**src/rtl/rst_seq_ctrl_if.sv**
```systemverilog
// rst_seq_ctrl_if: software reset request and staged reset/enable outputs of rst_seq_ctrl
//   sw_rst_req      core -> sequencer, software reset request (sync to clk)
//   core_rst_n      sequencer -> core, active-low core reset
//   low_peri_rst_n  sequencer -> peripherals, active-low peripheral reset
//   low_peri_ce     sequencer -> peripherals, one-cycle enable strobe
//   rst_cause       sequencer -> core, 01 power-on/pin, 10 software
//   rst_busy        sequencer -> core, sequence still in progress
interface rst_seq_ctrl_if;
  logic       sw_rst_req;
  logic       core_rst_n;
  logic       low_peri_rst_n;
  logic       low_peri_ce;
  logic [1:0] rst_cause;
  logic       rst_busy;
  modport master (
    input  sw_rst_req,
    output core_rst_n, low_peri_rst_n, low_peri_ce, rst_cause, rst_busy
  );
  modport slave (
    output sw_rst_req,
    input  core_rst_n, low_peri_rst_n, low_peri_ce, rst_cause, rst_busy
  );
endinterface

```
**src/rtl/rst_seq_ctrl.sv**
```systemverilog
// rst_seq_ctrl: staged reset sequencer (core then peripherals) with software reset and low-speed clock enable
//   clk    board clock, all logic on its rising edge
//   rst_n  raw reset, asynchronous assert, synchronised release
//   bus    rst_seq_ctrl_if.master: sw_rst_req in; core_rst_n, low_peri_rst_n, low_peri_ce, rst_cause, rst_busy out
module rst_seq_ctrl #(
  parameter int SYNC_STAGES = 2,
  parameter int CORE_DLY    = 16,
  parameter int PERI_DLY    = 16,
  parameter int CE_DIV      = 4,
  parameter int SWRST_LEN   = 32
) (
  input logic            clk,
  input logic            rst_n,
  rst_seq_ctrl_if.master bus
);
  localparam int M1 = CORE_DLY > PERI_DLY ? CORE_DLY : PERI_DLY;
  localparam int M2 = M1 > SWRST_LEN ? M1 : SWRST_LEN;
  localparam int MX = M2 > CE_DIV ? M2 : CE_DIV;
  localparam int W  = $clog2(MX + 1);
  typedef enum logic [2:0] {S_RESET, S_CORE_WAIT, S_PERI_WAIT, S_RUN, S_SWRST} state_t;
  state_t                 state, state_d;
  logic [SYNC_STAGES-1:0] sync;
  logic [W-1:0]           cnt, cnt_d, div, div_d;
  logic                   core_q, core_d, peri_q, peri_d, ce_q, ce_d, sw_req_q, sw_edge;
  logic [1:0]             cause, cause_d;
  assign sw_edge = bus.sw_rst_req & ~sw_req_q;
  always_ff @(posedge clk or negedge rst_n)
    if (!rst_n) begin
      state    <= S_RESET;
      sync     <= '0;
      cnt      <= '0;
      div      <= '0;
      core_q   <= 1'b0;
      peri_q   <= 1'b0;
      ce_q     <= 1'b0;
      cause    <= 2'b01;
      sw_req_q <= 1'b1;
    end else begin
      state    <= state_d;
      sync     <= {sync[SYNC_STAGES-2:0], 1'b1};
      cnt      <= cnt_d;
      div      <= div_d;
      core_q   <= core_d;
      peri_q   <= peri_d;
      ce_q     <= ce_d;
      cause    <= cause_d;
      sw_req_q <= bus.sw_rst_req;
    end
  // S_RESET exits on the edge that loads the final synchroniser stage, so core
  // release lands SYNC_STAGES+CORE_DLY edges after rst_n deasserts.
  always_comb begin
    state_d = state;
    cnt_d   = cnt;
    core_d  = core_q;
    peri_d  = peri_q;
    cause_d = cause;
    case (state)
      S_RESET:
        if (sync[SYNC_STAGES-2] | sync[SYNC_STAGES-1]) begin
          state_d = S_CORE_WAIT;
          cnt_d   = '0;
        end
      S_CORE_WAIT:
        if (cnt == W'(CORE_DLY - 1)) begin
          state_d = S_PERI_WAIT;
          cnt_d   = '0;
          core_d  = 1'b1;
        end else cnt_d = cnt + 1'b1;
      S_PERI_WAIT:
        if (cnt == W'(PERI_DLY - 1)) begin
          state_d = S_RUN;
          cnt_d   = '0;
          peri_d  = 1'b1;
        end else cnt_d = cnt + 1'b1;
      S_RUN: state_d = S_RUN;
      S_SWRST:
        if (cnt == W'(SWRST_LEN - 1)) begin
          state_d = S_CORE_WAIT;
          cnt_d   = '0;
        end else cnt_d = cnt + 1'b1;
      default: state_d = S_RESET;
    endcase
    if (sw_edge && (state == S_PERI_WAIT || state == S_RUN)) begin
      state_d = S_SWRST;
      cnt_d   = '0;
      core_d  = 1'b0;
      peri_d  = 1'b0;
      cause_d = 2'b10;
    end
    // div tracks (cycles since peri release - 1) mod CE_DIV, aligned with peri_q
    div_d = (peri_d && peri_q && div != W'(CE_DIV - 1)) ? div + 1'b1 : '0;
    ce_d  = peri_d && div_d == W'(CE_DIV - 1);
  end
  assign bus.core_rst_n     = core_q;
  assign bus.low_peri_rst_n = peri_q;
  assign bus.low_peri_ce    = ce_q;
  assign bus.rst_cause      = cause;
  assign bus.rst_busy       = state != S_RUN;
endmodule

```
**src/flat_wrapper.sv**
```systemverilog
// flat-port wrapper written by rule: the top's interface ports become plain ports
module rst_seq_ctrl_flat 
#(
  parameter int SYNC_STAGES = 2,
  parameter int CORE_DLY    = 16,
  parameter int PERI_DLY    = 16,
  parameter int CE_DIV      = 4,
  parameter int SWRST_LEN   = 32
)
  (clk, rst_n, bus_sw_rst_req, bus_core_rst_n, bus_low_peri_rst_n, bus_low_peri_ce, bus_rst_cause, bus_rst_busy);
  rst_seq_ctrl_if bus_i ();
  input logic clk;
  input logic rst_n;
  input wire logic [$bits(bus_i.sw_rst_req)-1:0] bus_sw_rst_req;
  output wire logic [$bits(bus_i.core_rst_n)-1:0] bus_core_rst_n;
  output wire logic [$bits(bus_i.low_peri_rst_n)-1:0] bus_low_peri_rst_n;
  output wire logic [$bits(bus_i.low_peri_ce)-1:0] bus_low_peri_ce;
  output wire logic [$bits(bus_i.rst_cause)-1:0] bus_rst_cause;
  output wire logic [$bits(bus_i.rst_busy)-1:0] bus_rst_busy;
  assign bus_i.sw_rst_req = bus_sw_rst_req;
  assign bus_core_rst_n = bus_i.core_rst_n;
  assign bus_low_peri_rst_n = bus_i.low_peri_rst_n;
  assign bus_low_peri_ce = bus_i.low_peri_ce;
  assign bus_rst_cause = bus_i.rst_cause;
  assign bus_rst_busy = bus_i.rst_busy;
  rst_seq_ctrl #(.SYNC_STAGES(SYNC_STAGES), .CORE_DLY(CORE_DLY), .PERI_DLY(PERI_DLY), .CE_DIV(CE_DIV), .SWRST_LEN(SWRST_LEN)) u_core (.clk(clk), .rst_n(rst_n), .bus(bus_i));
endmodule
```
**config.mk**
```make
export PLATFORM = sky130hd
export DESIGN_NAME = rst_seq_ctrl_flat
export DESIGN_NICKNAME = d
export VERILOG_FILES = /design/src/rtl/rst_seq_ctrl_if.sv /design/src/rtl/rst_seq_ctrl.sv /design/src/flat_wrapper.sv
export SDC_FILE = /design/constraint.sdc
export NUM_CORES = 1
export LEC_CHECK = 0
export CAP_MARGIN = 10
export CORE_ASPECT_RATIO = 0.7
export CORE_UTILIZATION = 44
export CTS_CLUSTER_SIZE = 16
export DETAILED_ROUTE_END_ITERATION = 8
export SETUP_SLACK_MARGIN = 0.1
export SLEW_MARGIN = 20
export SYNTH_ARGS = -nofsm -noshare
export SYNTH_HDL_FRONTEND = slang
export SYNTH_SLANG_ARGS = --single-unit
```
**constraint.sdc**
```tcl
create_clock -name clk -period 2.93 [get_ports clk]
set_input_delay 0.293 -clock clk [delete_from_list [all_inputs] [get_ports clk]]
set_output_delay 0.293 -clock clk [all_outputs]
set_load 0.05 [all_outputs]
```
# [Yosys cells after proc, flatten, opt, wreduce, memory -nomap -nowiden]
# Index checks and enable logic that the tools add are counted.
[totals] romBits=0 latchBits=0 out_inout_bits=6 word_cells=58 reg_bits=23 inputBits=3 ramBits=0 mem_count=0
[classes] addsub=2 mux=18 div=0 n_eq_ne=13 n_shift=0 n_mul=0 n_bitwise=3 n_reduce_logical=13 n_lt_le_gt_ge=0
[ops] operator="$mux 6" count=5
[ops] operator="$pmux 6 s3" count=1
[ops] operator="$mux 3" count=5
[ops] operator="$pmux 3 s5" count=1
[ops] operator="$add 6x1->6 const B" count=2
[ops] operator="$ne 3x1->1 const B" count=3
[ops] operator="$eq 3x2->1 const B" count=2
[ops] operator="$eq 6x2->1 const B" count=1
[ops] operator="$eq 6x4->1 const B" count=1
[ops] operator="$eq 6x5->1 const B" count=1
[ops] operator="$mux 1" count=6
[ops] operator="$ne 3x2->1 const B" count=2
[ops] operator="$ne 6x2->1 const B" count=1
[ops] operator="$logic_and 1x1->1" count=4
[ops] operator="$reduce_and 2->1" count=2
[ops] operator="$reduce_and 4->1" count=1
[ops] operator="$reduce_bool 2->1" count=2
[ops] operator="$reduce_bool 4->1" count=1
[ops] operator="$eq 3x1->1 const B" count=1
[ops] operator="$eq 3x3->1 const B" count=1
[ops] operator="$logic_not 3->1" count=1
[ops] operator="$reduce_or 2->1" count=1
[ops] operator="$and 1x1->1" count=1
[ops] operator="$logic_or 1x1->1" count=1
[ops] operator="other kinds (2)" count=2

# [Longest topological paths before layout]
[depth] word_depth=9 depth_mapped=6 mapped_depth_nobuf=6

# [Worst setup path before layout]
# OpenSTA, ideal clock, no wires.
[synth_timing] path_type="register -> register" from="register u_core.cnt[0]" to="register u_core.cnt[3]" path_buffers=0 setup_slack_ns=1.356 arrival_ns=1.450 path_stages_with_launch=7 t_required_ns=2.806 period_less_slack_ns=1.574 setup_ns=0.124 cell_sequence="dfrtp_1 ha_1 nand4b_1 nor2_1 o21a_4 nor3_2 a211o_1"
[synth_between] elab_chain_len=4 word_cells_on_any_way=7 cone_classes="1 x add/sub; 2 x eq/ne; 4 x mux"
[synth_rtl] element="from (decl)" line="rst_seq_ctrl.sv:23" source="logic [W-1:0] cnt, cnt_d, div, div_d;"
[synth_rtl] element="from (signal assigned)" line="rst_seq_ctrl.sv:41" source="cnt <= cnt_d;"
[synth_rtl] element="$add 6x1->6 (tied with other cells)" line="rst_seq_ctrl.sv:68, rst_seq_ctrl.sv:74, rst_seq_ctrl.sv:80"
[synth_rtl] element="$mux 6 (on tied branches)" line="rst_seq_ctrl.sv:77, rst_seq_ctrl.sv:64, rst_seq_ctrl.sv:70"
[synth_rtl] element="$pmux 6 s3 (*)" line="rst_seq_ctrl.sv:57" source="case (state)"
[synth_rtl] element="$mux 6 (*)" line="rst_seq_ctrl.sv:83" source="if (sw_edge && (state == S_PERI_WAIT || state == S_RUN)) begin"
# Every way passes the cells marked *; elsewhere a longest branch is shown, timed or not.
# A chain may end at the register's enable or synchronous reset.

# [Final worst setup path]
[layout_timing] from="register u_core.state[1]" to="output bus_rst_busy"
[layout_between] elab_chain_len=1
[layout_rtl] element="from (decl)" line="rst_seq_ctrl.sv:21" source="state_t state, state_d;"
[layout_rtl] element="from (signal assigned)" line="rst_seq_ctrl.sv:39" source="state <= state_d;"
[layout_rtl] element="$ne 3x2->1" line="rst_seq_ctrl.sv:98" source="assign bus.rst_busy = state != S_RUN;"
[layout_rtl] element="to (decl)" line="flat_wrapper.sv:19" source="output wire logic [$bits(bus_i.rst_busy)-1:0] bus_rst_busy;"
# No other way between the ends.

==> summary.md <==
Detailed routing
* **Vias** 794
* **number of remaining DRC errors** 0
* **DR pass1 iterations** 4
* **number of routed nets with antenna violations** 0
* **Vias/cell** 5.09
* **Detailed Route WL** 2010 um
* **wire per inst** 12.9 um
* **detailed router's first-iteration violation count** 59

Placed design
* **pre-CTS worst setup slack** 992 ps
* **routability congestion estimate from global placement** 0.742
* **placed wire-length estimate after detailed placement** 1440 um
* **PortBufs** 8

Power
* **VDD IR-drop max** 0.382 mV
* **leakage** 0.573 nW
* **Power Total** 0.877 mW
* **power density normalized to cell area** 702 nW/um^2

Worst setup path
* **critical path class** register to output pin
* **Critical Path Slowest Stage Cell** sky130_fd_sc_hd__clkdlybuf4s50_1
* **delay of the slowest critical-path stage** 800 ps
* **critical path capture point** bus_rst_busy
* **worst reg-to-reg path cell count** 6
* **maximum fanout along the worst path** 10
* **Data required, critical path** 2640 ps
* **setup slack of the most critical reg-to-reg path** 1100 ps
* **startpoint class of the critical path** register
* **crit path capture type** output pin
* **source of the critical timing path** u_core.state[1]$_DFFE_PN0P_
* **reg-to-reg critical path endpoint** u_core.cnt[3]$_DFFE_PN0P_
* **series of cell instances along the critical path** nor2b_1 -> nand2_1 -> clkdlybuf4s50_1
* **arrival time reported for the critical path endpoint** 1900 ps
* **launching point of the worst reg2reg path** u_core.cnt[0]$_DFFE_PN0P_

Clocking
* **clock buffer count from CTS** 3
* **number of cells upsized or downsized after cts** 0
* **count of hold-fix buffers inserted at cts** 0
* **worst skew pair latency** 320 ps
* **htree depth** 1
* **clock-pin slew on the worst setup and hold paths** 130 ps
* **clock sink count** 23
* **clock tree root buffer cell** sky130_fd_sc_hd__clkbuf_4
* **Bufs on Longest Clock Path** 2
* **total setup buffers inserted after CTS** 0
* **TritonCTS clock tree** yes

Floorplanning
* **Die Wd** 62.0 um
* **die area** 2720 um^2
* **total number of placement rows** 14
* **Initial Utilization** 49.0%
* **height of the die** 44.0 um
* **Std-Cell Core Area** 2260 um^2
* **I/O Pins** 9

Yosys
* **mean instance size in the synthesized netlist** 9.80 um^2
* **synthesized instance count** 113
* **Syn Nets** 118
* **number of flops mapped to enable cells by yosys** 0
* **portion of the post-synthesis area used by sequential elements** 52.2%
* **Main synth FF type** sky130_fd_sc_hd__dfrtp_1
* **ranking of synthesized cells by area** sky130_fd_sc_hd__dfrtp_1, sky130_fd_sc_hd__nor2_1, sky130_fd_sc_hd__dfstp_2, sky130_fd_sc_hd__nand2_1, sky130_fd_sc_hd__nand3_1
* **most frequently used cell type in the post-synthesis netlist** sky130_fd_sc_hd__dfrtp_1
* **fraction of synthesis flops using an asynchronous set or reset pin** 100%
* **count of distinct cell types in the synthesized netlist** 33
* **top-area cell type share of the netlist area** 47.5%
* **Mapped Area** 1110 um^2
* **leading area contributor after synthesis** sky130_fd_sc_hd__dfrtp_1
* **Warnings, synthesis** 0
* **top cells by count, synth** sky130_fd_sc_hd__dfrtp_1, sky130_fd_sc_hd__nor2_1, sky130_fd_sc_hd__nand2_1
* **Seq cells post-synth** 23

Layout
* **total inserted antenna cells** 0
* **Filler cells** 204
* **final layout net count** 130
* **post-synthesis to final-layout area growth** 12.8%
* **layout cells sized above 1** 10.5%

Flow run
* **number of max-capacitance violations reported** 0

STA
* **Post-Route Setup TNS** 0 ps
* **number of endpoints with negative hold slack in the final report** 0
* **post-route clock skew** 3.04 ps
* **Fmax** 0.456 GHz
* **crit path time final** 2200 ps
* **Final period util** 74.9%
* **transition time at the pin with the least slew margin** 609 ps
* **fin. max-slew vios** 0
* **# setup viols final** 0
* **Slew HR** 59.2%
* **RSZ-0062 raised after global routing** no
* **final worst-path setup slack** 735 ps

Global routing
* **initial antenna violation count** 0
* **largest net degree at the start of global routing** 24
* **number of global-route vias before repair** 746
* **global-route congestion overflow total** 0
* **Total GRT Usage** 18.4%
* **wire length of the first global-routing pass** 3550 um

Outcome
* **status** completed

Min path
* **Hold WC Path Type** input port to async pin

[flip-flops by register name, summed over array words and instances, names as in the netlist]
signal	count
u_core.cnt	6
u_core.sw_req_q	1
u_core.bus.rst_cause	2
u_core.div	6
u_core.bus.low_peri_rst_n	1
u_core.bus.core_rst_n	1
u_core.sync	2
u_core.bus.low_peri_ce	1
u_core.state	3
[kinds of logic (layout without fill, tap and decap cells)]
family                   count (synthesis)  after routing  share of synthesized area (%)
AND/OR/NAND/NOR                         55             55                           24.7
AO/OA/AOI/OAI                           22             22                           14.5
buffers and inverters                    6             17                           2.82
other                                    1              1                          0.339
flip-flops                              23             23                           52.2
adder cells (fa/ha/maj)                  2              2                           2.26
XOR/XNOR                                 4              4                           3.16
[routing by layer]
layer  GRT usage, %  share of wire, %  up-vias  wire, um
met5              0                 0        -         0
met4           5.33              0.95        0        19
met3           5.37               3.8        2        77
met2           23.2                38       11       760
met1           29.9                57      372      1150
li1               -                 -      409         -
[where the power goes]
group	total (mW)	internal (mW)	leakage (nW)	switching, mW
clock network	0.153	0.0521	0.0139	0.101
registers	0.449	0.377	0.287	0.0717
logic	0.275	0.119	0.272	0.155
[critical path: cells and delay by family (launching register included)]
family | cells | cell delay, ps
buffers and inverters | 1 | 800
DFF | 1 | 500
and+or+nand+nor | 2 | 290
[worst min-delay path by stage]
| stage | to | cells after the start |
|---|---|---|
| 2_1_floorplan | u_core.bus.core_rst_n$_DFFE_PN0P_ | 0 |
| 3_5_place_dp | u_core.sync[1]$_DFF_PN0_ | 0 |
| 5_1_grt | u_core.bus.core_rst_n$_DFFE_PN0P_ | 2 |
| 6_report | u_core.state[2]$_DFFE_PN0P_ | 2 |
| 3_3_place_gp | u_core.sync[1]$_DFF_PN0_ | 0 |
| 4_1_cts | u_core.div[4]$_DFF_PN0_ | 2 |
[area by class of cell]
class	instances	area [um^2]	area share, %
flip-flops and latches	23	578	46.3
multi-input cells	84	498	39.9
repair buffers	9	87.6	7.01
well taps	32	40.0	3.21
clock buffers	3	22.5	1.80
inverters	4	15.0	1.20
clock inverters	1	7.51	0.601
[placed cells by master (no fill, tap or decap), drive strengths merged, types with 2 or more instances in the layout]
cell and n:
nand3 7, nor2b 2, clkbuf 3, inv 4
clkdlybuf4s50 8, dfstp 2, ha 2, nand3b 2
xor2 2, nand2b 4, nor3 5, o211ai 2
nand2 14, a211o 2, a21oi 5, o21ai 7
xnor2 2, nor2 16, dfrtp 21
[through the flow]
stage	hold WS, ps	area, um^2	std cells	utilization (%)
2_1_floorplan	-2.59	1110	113	-
3_3_place_gp	366	1220	152	53.9
3_5_place_dp	374	1220	152	53.9
4_1_cts	321	1250	156	55.3
5_1_grt	350	1250	156	55.3
6_report	312	1250	156	55.3
Note: power is estimated with default switching activity, not from simulation.
